`src/rtl/obc_pkg.sv`:
```
`default_nettype none
// ============================================================================
//  Module      : obc_pkg
//  Description : Shared definitions for the offset-binary-coding shift
//                accumulator: default widths and the controller state enum.
//  Revision    : 1.0 - initial release
// ============================================================================
package obc_pkg;

    // LUT word, accumulator and result width
    localparam int DW_DEFAULT    = 32;
    // Number of bit-planes (beats) per output sample
    localparam int NBITS_DEFAULT = 16;

    typedef enum logic [1:0] {
        IDLE = 2'd0,
        ACC  = 2'd1,
        DONE = 2'd2
    } state_t;

endpackage : obc_pkg
`default_nettype wire

```
`src/rtl/obc_shift_acc_if.sv`:
```
`default_nettype none
// ============================================================================
//  Module      : obc_shift_acc_if
//  Description : Request / LUT-beat / result bus of the OBC shift accumulator.
//                master : the client (issues start, streams LUT beats,
//                         consumes the result)
//                slave  : the accumulator
//  Signals     : start, offset           - begin a sample with this constant
//                lut_valid, lut_data     - one bit-plane partial sum, MSB first
//                in_ready                - accumulator takes a beat this cycle
//                out_valid, out_ready    - result handshake
//                result                  - accumulated sample
//                busy                    - accumulator is not idle
//  Revision    : 1.0 - initial release
// ============================================================================
interface obc_shift_acc_if
    import obc_pkg::*;
#(
    parameter int DW = DW_DEFAULT
);
    logic                 start;
    logic signed [DW-1:0] offset;
    logic                 lut_valid;
    logic signed [DW-1:0] lut_data;
    logic                 in_ready;
    logic                 out_valid;
    logic                 out_ready;
    logic signed [DW-1:0] result;
    logic                 busy;

    modport master (
        output start,
        output offset,
        output lut_valid,
        output lut_data,
        output out_ready,
        input  in_ready,
        input  out_valid,
        input  result,
        input  busy
    );

    modport slave (
        input  start,
        input  offset,
        input  lut_valid,
        input  lut_data,
        input  out_ready,
        output in_ready,
        output out_valid,
        output result,
        output busy
    );

endinterface : obc_shift_acc_if
`default_nettype wire

```
`src/rtl/obc_acc_step.sv`:
```
`default_nettype none
// ============================================================================
//  Module      : obc_acc_step
//  Description : One combinational accumulation step of the OBC shift
//                accumulator. The MSB bit-plane carries negative weight, so
//                the first beat starts the accumulator at -d; every later
//                beat doubles the running sum and adds d. All arithmetic wraps
//                modulo 2^DW.
//  Ports       : first - current beat is the MSB plane
//                acc   - running accumulator
//                d     - LUT partial sum for this plane
//                y     - next accumulator value
//  Revision    : 1.0 - initial release
// ============================================================================
module obc_acc_step #(
    parameter int DW = 32
) (
    input  wire logic          first,
    input  wire logic [DW-1:0] acc,
    input  wire logic [DW-1:0] d,
    output logic      [DW-1:0] y
);

    logic [DW-1:0] w_neg;
    logic [DW-1:0] w_shift_add;

    assign w_neg       = '0 - d;
    assign w_shift_add = {acc[DW-2:0], 1'b0} + d;
    assign y           = first ? w_neg : w_shift_add;

endmodule : obc_acc_step
`default_nettype wire

```
`src/rtl/obc_shift_acc.sv`:
```
`default_nettype none
// ============================================================================
//  Module      : obc_shift_acc
//  Description : Offset-binary-coding shift accumulator. After a start the
//                block accepts NBITS LUT partial sums (MSB plane first),
//                forms  -L[N-1]*2^(N-1) + sum_{j<N-1} L[j]*2^j + offset
//                with two's complement wrap, and holds the result under a
//                valid/ready handshake until it is taken.
//  Ports       : clk  - clock, rising edge
//                rst  - synchronous active-high reset
//                bus  - obc_shift_acc_if.slave (start/offset, LUT beats,
//                       result handshake, busy)
//  Revision    : 1.0 - initial release
// ============================================================================
module obc_shift_acc
    import obc_pkg::*;
#(
    parameter int DW    = DW_DEFAULT,
    parameter int NBITS = NBITS_DEFAULT
) (
    input  wire logic           clk,
    input  wire logic           rst,
    obc_shift_acc_if.slave      bus
);

    localparam int            CW     = $clog2(NBITS + 1);
    localparam logic [CW-1:0] C_LAST = CW'(NBITS - 1);
    localparam logic [CW-1:0] C_ONE  = CW'(1);

    state_t        r_state;
    state_t        w_next;
    logic [DW-1:0] r_acc;
    logic [DW-1:0] r_offset;
    logic [CW-1:0] r_cnt;
    logic [DW-1:0] r_result;
    logic          r_out_valid;

    logic          w_in_ready;
    logic          w_busy;
    logic          w_beat;
    logic          w_first;
    logic          w_last;
    logic [DW-1:0] w_step;

    // ------------------------------------------------------------------------
    // Datapath step
    // ------------------------------------------------------------------------
    obc_acc_step #(
        .DW (DW)
    ) u_step (
        .first (w_first),
        .acc   (r_acc),
        .d     (bus.lut_data),
        .y     (w_step)
    );

    assign w_beat  = bus.lut_valid & w_in_ready;
    assign w_first = (r_cnt == '0);
    assign w_last  = (r_cnt == C_LAST);

    // ------------------------------------------------------------------------
    // Next state and decoded outputs
    // ------------------------------------------------------------------------
    always_comb begin
        w_next     = r_state;
        w_in_ready = 1'b0;
        w_busy     = 1'b0;
        case (r_state)
            IDLE: begin
                if (bus.start) begin
                    w_next = ACC;
                end
            end
            ACC: begin
                w_in_ready = 1'b1;
                w_busy     = 1'b1;
                if (w_beat && w_last) begin
                    w_next = DONE;
                end
            end
            DONE: begin
                w_busy = 1'b1;
                // A start coinciding with the handshake is dropped: the FSM
                // only looks at start while it is in IDLE.
                if (bus.out_ready) begin
                    w_next = IDLE;
                end
            end
            default: begin
                w_next = IDLE;
            end
        endcase
    end

    // ------------------------------------------------------------------------
    // State and datapath registers
    // ------------------------------------------------------------------------
    always_ff @(posedge clk) begin
        if (rst) begin
            r_state     <= IDLE;
            r_acc       <= '0;
            r_offset    <= '0;
            r_cnt       <= '0;
            r_result    <= '0;
            r_out_valid <= 1'b0;
        end else begin
            r_state <= w_next;
            case (r_state)
                IDLE: begin
                    if (bus.start) begin
                        r_offset <= bus.offset;
                        r_acc    <= '0;
                        r_cnt    <= '0;
                    end
                end
                ACC: begin
                    // Stall cycles (lut_valid low) leave acc and count alone
                    if (w_beat) begin
                        r_acc <= w_step;
                        r_cnt <= r_cnt + C_ONE;
                        if (w_last) begin
                            r_result    <= w_step + r_offset;
                            r_out_valid <= 1'b1;
                        end
                    end
                end
                DONE: begin
                    if (bus.out_ready) begin
                        r_out_valid <= 1'b0;
                    end
                end
                default: begin
                end
            endcase
        end
    end

    assign bus.in_ready  = w_in_ready;
    assign bus.busy      = w_busy;
    assign bus.out_valid = r_out_valid;
    assign bus.result    = r_result;

endmodule : obc_shift_acc
`default_nettype wire
```
`src/flat_wrapper.sv`:
```
// flat-port wrapper written by rule: the top's interface ports become plain ports
module obc_shift_acc_flat import obc_pkg::*;
#(
    parameter int DW    = DW_DEFAULT,
    parameter int NBITS = NBITS_DEFAULT
)
  (clk, rst, bus_start, bus_offset, bus_lut_valid, bus_lut_data, bus_out_ready, bus_in_ready, bus_out_valid, bus_result, bus_busy);
  obc_shift_acc_if #(.DW(DW)) bus_i ();
  input  wire logic clk;
  input  wire logic rst;
  input wire logic [$bits(bus_i.start)-1:0] bus_start;
  input wire logic [$bits(bus_i.offset)-1:0] bus_offset;
  input wire logic [$bits(bus_i.lut_valid)-1:0] bus_lut_valid;
  input wire logic [$bits(bus_i.lut_data)-1:0] bus_lut_data;
  input wire logic [$bits(bus_i.out_ready)-1:0] bus_out_ready;
  output wire logic [$bits(bus_i.in_ready)-1:0] bus_in_ready;
  output wire logic [$bits(bus_i.out_valid)-1:0] bus_out_valid;
  output wire logic [$bits(bus_i.result)-1:0] bus_result;
  output wire logic [$bits(bus_i.busy)-1:0] bus_busy;
  assign bus_i.start = bus_start;
  assign bus_i.offset = bus_offset;
  assign bus_i.lut_valid = bus_lut_valid;
  assign bus_i.lut_data = bus_lut_data;
  assign bus_i.out_ready = bus_out_ready;
  assign bus_in_ready = bus_i.in_ready;
  assign bus_out_valid = bus_i.out_valid;
  assign bus_result = bus_i.result;
  assign bus_busy = bus_i.busy;
  obc_shift_acc #(.DW(DW), .NBITS(NBITS)) u_core (.clk(clk), .rst(rst), .bus(bus_i));
endmodule
```
`config.mk`:
```
export PLATFORM = sky130hd
export DESIGN_NAME = obc_shift_acc_flat
export DESIGN_NICKNAME = d
export VERILOG_FILES = /design/src/rtl/obc_pkg.sv /design/src/rtl/obc_shift_acc_if.sv /design/src/rtl/obc_acc_step.sv /design/src/rtl/obc_shift_acc.sv /design/src/flat_wrapper.sv
export SDC_FILE = /design/constraint.sdc
export NUM_CORES = 1
export LEC_CHECK = 0
export BUFFER_PORTS_ARGS = -buffer_cell sky130_fd_sc_hd__buf_2
export CAP_MARGIN = 30
export CORE_AREA = 2 2 133 135
export CTS_BUF_LIST = sky130_fd_sc_hd__clkbuf_2
export CTS_CLUSTER_SIZE = 20
export DETAILED_ROUTE_END_ITERATION = 10
export DIE_AREA = 0 0 135 137
export GPL_TIMING_DRIVEN = 0
export PLACE_DENSITY = 0.75
export SLEW_MARGIN = 40
export SYNTH_ARGS = -nofsm -noshare
export SYNTH_HDL_FRONTEND = slang
export SYNTH_SLANG_ARGS = --single-unit
```
`constraint.sdc`:
```
create_clock -name clk -period 7.57 [get_ports clk]
set_clock_uncertainty 0.1 [all_clocks]
set_input_delay 2.271 -clock clk [delete_from_list [all_inputs] [get_ports clk]]
set_output_delay 2.271 -clock clk [all_outputs]
set_load 0.02 [all_outputs]
```
==> metrics.cfg <==
[status]
status = completed

[sta]
min_period_ps = 6610
tightest_slew_ps = 739
hold_viol_final = 0
finalSetupViolCount = 0
setup_tns_ps = 0
final.period_utilization_pct = 87.3
fmax_ghz = 0.151
drv_slew = 0
rsz0062_at_grt = no
slew_headroom_pct = 50.7

[critical_path]
worst_setup_path_start_kind = input port
cp_max_fo = 6
cp.required_ps = 8040
slowest_stage = fa_1
endpoint_kind = register
critPathArrivalTime_ps = 7080
r2r_slack_ps = 2390
worstSetupPathType = input port to register
slowest_delay_ps = 430
crit_chain = buf_2, ha_1, fa_1, a211oi_1, o21a_1, o21ai_0, nand2_1, o21ai_0, xor2_1, nand2_1, o31ai_1, ha_1, and4_1, nand3_1, or2_0, o221a_2, o21bai_1, and2_1, a31oi_1, o31a_1, or4_1, nand3_1

[power]
p_leak_nw = 3.72
p_comb_share_pct = 34.2
p_switching_w = 0.000492
power_frac_seq_pct = 46.0
power_per_cell_area_nw_per_um2 = 152
ir_worst_vdd_v = 0.0000716
cellInternalPower_w = 0.000786
p_clk_share_pct = 19.8
finalPower_w = 0.00128
switching_share_pct = 38.5

[hold_path]
hold_path.class = register to register

[clock_tree]
root_buffer = clkbuf_2
clk_latency_ps = 630
htreeDepth = 3
cts_resized = 0
cts_tree = yes
path_clk_slew_ps = 260
clockBufferDepth = 2
cts_buffers = 9
holdBufCountCts = 0
clock-sinks = 103
cts_setup_buffers = 0

[grt]
grt_pass1_vias = 6838
grt_use_total_pct = 23.6
use_met2_pct = 38.6
grt_busiest_layer = met2
grt_start_max_net_pins = 18
grt_util_met1_pct = 32.7
grtUsageMet3_pct = 3.04
grt_overflow_total = 0
antenna_found_initial = 1
grt_pass1_wl_um = 34500

[routing]
firstDrtPassIters = 5
detail_route.wirelength_um = 21500
routed_via_density = 5.63
vias = 7448
wl_per_cell_um = 16.3
ant_nets = 0
first_iter_violations = 604
route.detailed.drc = 0

[floorplan]
rows = 48
die_w_um = 135
io_pins = 104
die_h_um = 137
die_area_sq_um = 18500
core_region_area_sq_um = 17100
start_util_pct = 44.0

[final_layout]
final_cells = 1322
nFillCells = 1762
nets = 1234
drive_gt1_share_pct = 12.1
area_delta_synth_final_pct = 12.0

[logic_synthesis]
ys_dominant_reg_cell = dfxtp_1
synthCells = 977
syn_area_sq_um = 7510
syn_nets = 1120
ys_ff_latch = 103
synth-edff-count = 0
async_reset_ff_share_pct = 0
seq_area_frac_synth_pct = 27.4
syn_area_per_cell_sq_um = 7.69
synth_cell_type_count = 68
ys.warnings.count = 0

[placed_design]
globalplace.congestion = 0.956
hpwl_um = 17100
place_inst = 1305
place.port_buffers = 103

[run]
cap_violations = 0

-- worst max-delay path, delay by kind of cell --
family	cells	cell delay, ps
AOI/OAI and AO/OA	9	1850
and+or+nand+nor	8	1530
adders and majority gates	3	1090
xor gates and xnor gates	1	180
buffers and inverters	1	140
-- worst paths after layout --
check                                            from               endpoint  depth (start not counted)
worst min register to register  u_core.bus.result[21]  u_core.bus.result[21]                          2
worst max-delay path                  bus_lut_data[1]  u_core.bus.result[29]                         22
worst max register to register        u_core.r_acc[0]  u_core.bus.result[29]                         21
worst min-delay path            u_core.bus.result[21]  u_core.bus.result[21]                          2
-- power groups by stage --
| stage | sequential, W | combinational [W] | clock, W |
|---|---|---|---|
| 3_3_place_gp | 0.000596 | 0.000423 | 0 |
| 3_5_place_dp | 0.000597 | 0.000430 | 0 |
| 6_report | 0.000587 | 0.000437 | 0.000253 |
| 4_1_cts | 0.000587 | 0.000432 | 0.000259 |
| 2_1_floorplan | 0.000593 | 0.000311 | 0 |
| 5_1_grt | 0.000591 | 0.000486 | 0.000278 |
-- final cells by class --
cell class / instances / area [sq um] / share of cell area [%]
multi-input cells: 823 / 5270 / 62.6
flip-flops and latches: 103 / 2060 / 24.5
repair buffers: 103 / 515 / 6.13
well taps: 225 / 282 / 3.35
plain buffers: 38 / 143 / 1.69
clock buffers: 10 / 50.0 / 0.595
inverters: 13 / 48.8 / 0.580
clock inverters: 6 / 45.0 / 0.535
diodes: 1 / 2.50 / 0.0297
-- per-stage QoR --
stage               worst slack, ps  cell area [sq um]  util, %  hold slack (ps)
floorplan                      1070               7510        -              340
global placement                357               8310     48.7              336
detailed placement              370               8320     48.8              341
CTS                            1020               8410     49.3              369
global route                    596               8420     49.3              384
finish                          959               8420     49.3              367
-- cell usage in the layout (no fill, tap or decap), types with 23 or more instances in the layout --
cell and count:
nand2_1 162, a21oi_1 108, buf_2 103, dfxtp_1 103
nor2_1 81, ha_1 72, o21ai_0 52, xnor2_1 41
clkbuf_1 37, a21o_1 36, xor2_1 35, a22oi_1 23
-- synthesized netlist by cell type, drive strengths merged (3+ instances only) --
library cell	count	area (sq um)
a21o	36	270
o31ai	5	37.5
or4	3	22.5
and2	5	31.3
nor2b	11	68.8
or2	3	21.3
dfxtp	103	2060
a32o	6	60.1
a31oi	11	68.8
nor4b	3	32.5
inv	13	48.8
nand4	6	37.5
nor2	82	310
nand2b	9	56.3
and3	13	81.3
nand2	162	608
clkbuf	37	139
nor4	6	50.0
nor3b	3	22.5
o21a	11	82.6
xnor2	41	359
a211oi	16	125
or3	9	56.3
a22oi	23	173
nand3b	3	22.5
o21bai	8	60.1
ha	72	901
nand3	20	100
xor2	35	307
o211ai	3	22.5
o21ai	54	270
nor3	20	100
a21oi	108	541
-- state kept, by name, summed over array words and instances (netlist names) --
register,flops
u_core.bus.out_valid,1
u_core.bus.result,32
u_core.r_acc,31
u_core.r_cnt,5
u_core.r_offset,32
u_core.r_state,2
-- per-layer routing --
layer | wire, um | share of wire, %
met1 | 10300 | 48
met2 | 9580 | 45
met3 | 1280 | 6.0
met4 | 349 | 1.6
met5 | 0 | 0
-- logic make-up (layout without fill, tap and decap cells) --
kind of cell	Yosys count	count (layout)	share of synthesized area, %
AND/OR/NAND/NOR	362	362	22.1
other	0	1	0
buffers and inverters	51	170	2.55
AO/OA/AOI/OAI	309	309	26.3
adder cells (fa/ha/maj)	74	74	12.5
flip-flops	103	103	27.4
multiplexers	2	2	0.283
XOR/XNOR	76	76	8.86
No activity file was read; power rests on OpenSTA's default activity.
